`config.mk`:
```
export PLATFORM = sky130hd
export DESIGN_NAME = bank_rsp_return_buf
export DESIGN_NICKNAME = d
export VERILOG_FILES = /design/src/rtl/bank_rsp_return_buf_pkg.sv /design/src/rtl/bank_rsp_return_buf_fifo.sv /design/src/rtl/bank_rsp_return_buf.sv
export SDC_FILE = /design/constraint.sdc
export NUM_CORES = 2
export LEC_CHECK = 0
export BUFFER_PORTS_ARGS = -buffer_cell sky130_fd_sc_hd__buf_2
export CELL_PAD_IN_SITES_DETAIL_PLACEMENT = 0
export CELL_PAD_IN_SITES_GLOBAL_PLACEMENT = 1
export CORE_MARGIN = 8
export CORE_UTILIZATION = 51
export DETAILED_ROUTE_END_ITERATION = 12
export GPL_TIMING_DRIVEN = 0
export PLACE_DENSITY = 0.73
export SYNTH_ARGS = -nofsm -noshare
export SYNTH_HDL_FRONTEND = slang
export SYNTH_SLANG_ARGS = --single-unit
```
`constraint.sdc`:
```
create_clock -name clk -period 11 [get_ports clk]
set_clock_uncertainty 0.2 [all_clocks]
set_input_delay 1.1 -clock clk [delete_from_list [all_inputs] [get_ports clk]]
set_output_delay 1.1 -clock clk [all_outputs]
set_load 0.05 [all_outputs]
```
`src/rtl/bank_rsp_return_buf_pkg.sv`:
```
// Purpose: constants shared by the bank response return path.
// Latency: n/a (package only).
// Backpressure: n/a (package only).
//
// Contents: channel count, per-channel credit depth, channel-id width.
package bank_rsp_return_buf_pkg;

  localparam int BANK_CHANNEL_NUM  = 3;  // memory channels feeding one bank
  localparam int BANK_CREDIT_DEPTH = 8;  // credits per channel == buffer slots
  localparam int BANK_CH_ID_W      = 2;  // width of the source channel id

endpackage

```
`src/rtl/bank_rsp_return_buf_fifo.sv`:
```
// Purpose: per-channel response buffer holding {tag, data} beats.
// Latency: a beat pushed in cycle N is at the head in cycle N+1.
// Backpressure: none upstream (credit guarantees space); a push to a full
//               buffer without a same-cycle pop is dropped and flagged.
//
// Ports: clk, rst_n; push/push_data/push_tag write side; pop read side;
//        empty, head_data, head_tag show the oldest beat; overflow pulses on a
//        dropped push.
module bank_rsp_fifo #(
  parameter int DEPTH      = 8,
  parameter int DATA_WIDTH = 64,
  parameter int TAG_WIDTH  = 8
) (
  input  logic                  clk,
  input  logic                  rst_n,
  input  logic                  push,
  input  logic [DATA_WIDTH-1:0] push_data,
  input  logic [TAG_WIDTH-1:0]  push_tag,
  input  logic                  pop,
  output logic                  empty,
  output logic [DATA_WIDTH-1:0] head_data,
  output logic [TAG_WIDTH-1:0]  head_tag,
  output logic                  overflow
);

  localparam int PW = $clog2(DEPTH);
  localparam int CW = $clog2(DEPTH) + 1;

  logic [DATA_WIDTH+TAG_WIDTH-1:0] mem [DEPTH];
  logic [PW-1:0] wr_ptr;
  logic [PW-1:0] rd_ptr;
  logic [CW-1:0] count;
  logic          full;
  logic          do_pop;
  logic          do_push;

  assign full    = (count == CW'(DEPTH));
  assign empty   = (count == '0);
  assign do_pop  = pop & ~empty;
  // A pop in the same cycle frees the slot, so a full buffer still accepts.
  assign do_push = push & (~full | do_pop);
  assign overflow = push & full & ~do_pop;

  assign {head_tag, head_data} = mem[rd_ptr];

  function automatic logic [PW-1:0] ptr_inc(input logic [PW-1:0] p);
    return (p == PW'(DEPTH - 1)) ? '0 : p + 1'b1;
  endfunction

  always_ff @(posedge clk or negedge rst_n) begin
    if (!rst_n) begin
      wr_ptr <= '0;
      rd_ptr <= '0;
      count  <= '0;
    end else begin
      if (do_push) wr_ptr <= ptr_inc(wr_ptr);
      if (do_pop)  rd_ptr <= ptr_inc(rd_ptr);
      if (do_push && !do_pop)      count <= count + 1'b1;
      else if (!do_push && do_pop) count <= count - 1'b1;
    end
  end

  // Storage is deliberately not reset; count gates every read.
  always_ff @(posedge clk) begin
    if (do_push) mem[wr_ptr] <= {push_tag, push_data};
  end

endmodule

```
`src/rtl/bank_rsp_return_buf.sv`:
```
// Purpose: buffer per-channel read responses and merge them round-robin to the bank.
// Latency: 1 cycle from ch_rsp_valid to earliest rsp_valid.
// Backpressure: rsp_ready low locks the grant and holds the payload; inputs
//               never stall (credit-based), freed slots return one credit pulse.
//
// Ports: clk, rst_n; ch_rsp_valid/ch_rsp_data/ch_rsp_tag per-channel inputs;
//        rsp_valid/rsp_ready/rsp_data/rsp_tag/rsp_ch_id merged output;
//        channels_credit_release one-hot credit return; overflow_err sticky.
// Option: define BANK_RSP_OVERFLOW_CHK_EN to enable the sticky overflow_err.
module bank_rsp_return_buf
  import bank_rsp_return_buf_pkg::*;
#(
  parameter int CHANNEL_NUM = BANK_CHANNEL_NUM,
  parameter int FIFO_DEPTH  = BANK_CREDIT_DEPTH,
  parameter int DATA_WIDTH  = 64,
  parameter int TAG_WIDTH   = 8
) (
  input  logic                              clk,
  input  logic                              rst_n,
  input  logic [CHANNEL_NUM-1:0]            ch_rsp_valid,
  input  logic [CHANNEL_NUM*DATA_WIDTH-1:0] ch_rsp_data,
  input  logic [CHANNEL_NUM*TAG_WIDTH-1:0]  ch_rsp_tag,
  output logic                              rsp_valid,
  input  logic                              rsp_ready,
  output logic [DATA_WIDTH-1:0]             rsp_data,
  output logic [TAG_WIDTH-1:0]              rsp_tag,
  output logic [BANK_CH_ID_W-1:0]           rsp_ch_id,
  output logic [CHANNEL_NUM-1:0]            channels_credit_release,
  output logic                              overflow_err
);

  logic [CHANNEL_NUM-1:0]  fifo_empty;
  logic [CHANNEL_NUM-1:0]  fifo_pop;
  logic [CHANNEL_NUM-1:0]  fifo_ovf;
  logic [DATA_WIDTH-1:0]   head_data [CHANNEL_NUM];
  logic [TAG_WIDTH-1:0]    head_tag  [CHANNEL_NUM];

  logic [BANK_CH_ID_W-1:0] rr_ptr;
  logic [BANK_CH_ID_W-1:0] rr_grant;
  logic                    rr_found;
  logic [BANK_CH_ID_W-1:0] grant;
  logic [BANK_CH_ID_W-1:0] rr_next;
  logic                    lock_vld;
  logic [BANK_CH_ID_W-1:0] lock_ch;
  logic                    handshake;

  for (genvar c = 0; c < CHANNEL_NUM; c++) begin : g_ch
    bank_rsp_fifo #(
      .DEPTH      (FIFO_DEPTH),
      .DATA_WIDTH (DATA_WIDTH),
      .TAG_WIDTH  (TAG_WIDTH)
    ) u_fifo (
      .clk       (clk),
      .rst_n     (rst_n),
      .push      (ch_rsp_valid[c]),
      .push_data (ch_rsp_data[c*DATA_WIDTH +: DATA_WIDTH]),
      .push_tag  (ch_rsp_tag[c*TAG_WIDTH +: TAG_WIDTH]),
      .pop       (fifo_pop[c]),
      .empty     (fifo_empty[c]),
      .head_data (head_data[c]),
      .head_tag  (head_tag[c]),
      .overflow  (fifo_ovf[c])
    );
  end

  // Round-robin search from rr_ptr upward with wrap: first the channels at or
  // above rr_ptr, then the ones below it.
  always_comb begin
    rr_grant = '0;
    rr_found = 1'b0;
    for (int c = 0; c < CHANNEL_NUM; c++) begin
      if (!rr_found && (c >= int'(rr_ptr)) && !fifo_empty[c]) begin
        rr_grant = BANK_CH_ID_W'(c);
        rr_found = 1'b1;
      end
    end
    for (int c = 0; c < CHANNEL_NUM; c++) begin
      if (!rr_found && (c < int'(rr_ptr)) && !fifo_empty[c]) begin
        rr_grant = BANK_CH_ID_W'(c);
        rr_found = 1'b1;
      end
    end
  end

  // A stalled grant stays put so the payload cannot change under the bank.
  assign grant     = lock_vld ? lock_ch : rr_grant;
  assign rsp_valid = ~&fifo_empty;
  assign handshake = rsp_valid & rsp_ready;
  assign rsp_ch_id = grant;
  assign rr_next   = (grant == BANK_CH_ID_W'(CHANNEL_NUM - 1)) ? '0 : grant + 1'b1;

  always_comb begin
    fifo_pop = '0;
    rsp_data = '0;
    rsp_tag  = '0;
    for (int c = 0; c < CHANNEL_NUM; c++) begin
      if (grant == BANK_CH_ID_W'(c)) begin
        rsp_data    = head_data[c];
        rsp_tag     = head_tag[c];
        fifo_pop[c] = handshake;
      end
    end
  end

  // The slot freed by the pop is returned as a credit in the same cycle.
  assign channels_credit_release = fifo_pop;

  always_ff @(posedge clk or negedge rst_n) begin
    if (!rst_n) begin
      rr_ptr   <= '0;
      lock_vld <= 1'b0;
      lock_ch  <= '0;
    end else if (handshake) begin
      rr_ptr   <= rr_next;
      lock_vld <= 1'b0;
    end else if (rsp_valid) begin
      lock_vld <= 1'b1;
      lock_ch  <= grant;
    end
  end

`ifdef BANK_RSP_OVERFLOW_CHK_EN
  always_ff @(posedge clk or negedge rst_n) begin
    if (!rst_n)         overflow_err <= 1'b0;
    else if (|fifo_ovf) overflow_err <= 1'b1;
  end
`else
  // Overflowing beats are still dropped inside the buffers; only the flag is off.
  logic unused_ovf;
  assign unused_ovf   = |fifo_ovf;
  assign overflow_err = 1'b0;
`endif

endmodule

```
==> impl_results.md <==
* Max_slew headroom at 12.5%
* # setup viols final at 0
* Static leakage at 26.3 nW
* Most common cell in the netlist: edfxtp_1
* Family with the most delay on the worst path: buffers and inverters
* Port Buffers at 297
* WS Path Type: register to primary output
* Clock buffer count from CTS at 169
* Worst slew pin tran at 1310 ps
* Number of setup buffers added after CTS at 0
* Layout net count at 3818
* Post-synth EDFFs at 1728
* Max Freq at 160 MHz
* DRT Pass-1 Iters at 5
* CP cell instances: clkbuf_1, buf_2, clkbuf_1, mux4_2, mux2i_1, mux2_4, o22ai_1, buf_2
* Post-synthesis sequential area ratio at 77.3%
* Cells taking the most area after synthesis: edfxtp_1 76%, mux4_2 14%, mux2i_1 3.2%, dfrtp_1 1.3%, mux2_2 1.1%
* Cell Rows at 134
* Final period demand of the worst path at 6250 ps
* Finished Cell Area at 0.0793 mm^2
* Post-synth net total at 3163
* Worst IR Drop VDD at 0.273 mV
* Via count at 33000
* Synth cell count leaders: 1728 x edfxtp_1, 432 x mux4_2, 217 x mux2i_1, 76 x o22ai_1, 73 x clkbuf_1
* Die footprint at 0.146 mm^2
* Max Root-Sink Buffers at 3
* First-pass GRT wire length at 240000 um
* RSZ-0062 raised after global routing: no
* Die width at 382 um
* Clk sinks at 1763
* Area growth from synthesis to layout at 16.2%
* CTS tree: yes
* Largest net degree at the start of global routing at 42
* Crit-path slowest cell: clkbuf_1
* DRT Wirelength at 169000 um
* Cell Area, Synth at 0.0683 mm^2
* Wire length per cell at 30.6 um
* Final ANT Viol Nets at 0
* Overflow after GRT at 0
* Vias/cell at 5.97
* Critical path startpoint category: register
* Number of synthesized register bits at 1763
* Pwr Density at 285 mW/mm^2
* Final Hold Fails at 0
* WP buf/inv at 4
* Avg Inst Size Synth at 23.4 um^2
* Drt drc at 0
* Cell count after synthesis at 2917
* Worst Path Required at 9700 ps
* Initial Util at 51.3%
* Crit. End Element: primary output
* Clk slew on worst S/H paths at 60 ps
* Max-Cap Viols at 0
* Hold_ws at 256 ps
* Clk root buf: clkbuf_16
* Final Max Tran Viols at 0
* Crit path max fanout at 10
* Die boundary height at 382 um
* Status: finished clean
* Layout cells sized above 1 at 35.8%
* Post-DP HPWL at 119000 um
* Placeable Area at 0.133 mm^2
* Leading area contributor after synthesis: edfxtp_1
* Gpl congestion at 0.800
* Synth Flop Type: edfxtp_1
* Synthesis Warnings at 0
* GRT Resource Usage Total at 22.8%
* Vias in the first global route at 33500
* HP Class: input pin to async pin
* Clock Latency Late Sink at 770 ps
* Hold_buf cts at 0
* Io pins at 301
* Fin util at 59.6%
* Area after DPL at 0.0739 mm^2
* CP Data Arrival Time at 4950 ps
* Initial antenna violation count at 91
* Post-synth top area share at 76.0%
* Post-synth ARST share at 1.99%
* Slowest stage delay, CP at 970 ps
* Post_cts resized at 0
* Final period util at 56.8%
* DRT iter0 DRCs at 3774
* Count of different cell masters after synthesis at 54
* H-Tree Level Count at 4
## stage by stage
stage                     setup WS, ps  TNS (ps)  total power, W  std cells
after floorplan                    827         0          0.0143       2917
after global placement           -8100  -6464460          0.0171       4982
after detailed placement          5560         0          0.0173       5169
after CTS                         4700         0          0.0228       5475
after global routing              4680         0          0.0234       5487
final                             4750         0          0.0226       5519
## logic make-up after synthesis
logic type / after synthesis / synth area share, %
DFF: 1763 / 77.3
muxes: 737 / 19.0
buffers and inverters: 175 / 1.12
AOI/OAI and AO/OA: 112 / 1.06
and+or+nand+nor: 92 / 0.872
adders and majority gates: 24 / 0.473
xor gates and xnor gates: 13 / 0.167
other: 1 / 0.00549
## worst paths after layout
kind,from,to,slack (ps),cells past startpoint
setup / recovery,g_ch[0].u_fifo.rd_ptr[1]$_DFFE_PN0P_,rsp_data[45],4750,8
hold / removal,rst_n,g_ch[0].u_fifo.count[0]$_DFFE_PN0P_,260,1
setup reg to reg,g_ch[1].u_fifo.count[2]$_DFFE_PN0P_,g_ch[2].u_fifo.mem[2][21]$_DFFE_PP_,6460,13
hold reg to reg,rr_ptr[0]$_DFFE_PN0P_,rr_ptr[0]$_DFFE_PN0P_,340,1
max in group asynchronous,rst_n,g_ch[1].u_fifo.rd_ptr[0]$_DFFE_PN0P_,9750,1
min in group clk,rr_ptr[0]$_DFFE_PN0P_,rr_ptr[0]$_DFFE_PN0P_,340,1
## cell type report
class | instances | area (um^2)
inverters | 14 | 52.6
plain buffers | 161 | 709
diodes | 44 | 110
flip-flops and latches | 1763 | 52800
multi-input cells | 979 | 14900
clock inverters | 98 | 759
repair buffers | 484 | 3330
fillers | 9315 | 53800
well taps | 1768 | 2210
clock buffers | 208 | 4520
## per-layer routing
metal  vias up  part of all wire (%)  GRT usage (%)
li1      13800                     -              -
met2      1301                    49           36.8
met3       293                   7.7           5.62
met1     17500                    40           30.8
met5         -                  0.15              0
met4        38                   3.0           7.46
## where the power goes
part | switching [W] | internal [W] | leakage, nW
clock | 0.00238 | 0.00315 | 2.58
combinational | 0.00522 | 0.00314 | 7.59
sequential | 0.000262 | 0.00844 | 16.1
total | 0.00786 | 0.0147 | 26.3
## placed cells by master (no fill, tap or decap), drive strengths merged, types with 5 or more instances in the layout
cell,count
a21oi,5
a31oi,8
buf,572
bufinv,10
clkbuf,281
clkinv,73
clkinvlp,8
dfrtp,35
diode,44
edfxtp,1728
ha,21
inv,21
mux2,88
mux2i,217
mux4,432
nand2,16
nand3,7
nor2,18
nor2b,7
nor4,8
nor4b,10
o211ai,6
o22ai,76
or4,5
xnor2,9
## flip-flops by register name (all words and copies together) (netlist names)
name and count:
g_ch.u_fifo.mem 1728, g_ch.u_fifo.count 12, g_ch.u_fifo.rd_ptr 9, g_ch.u_fifo.wr_ptr 9, lock_ch 2, rr_ptr 2
lock_vld 1
Power figures use the tool's default switching activity.
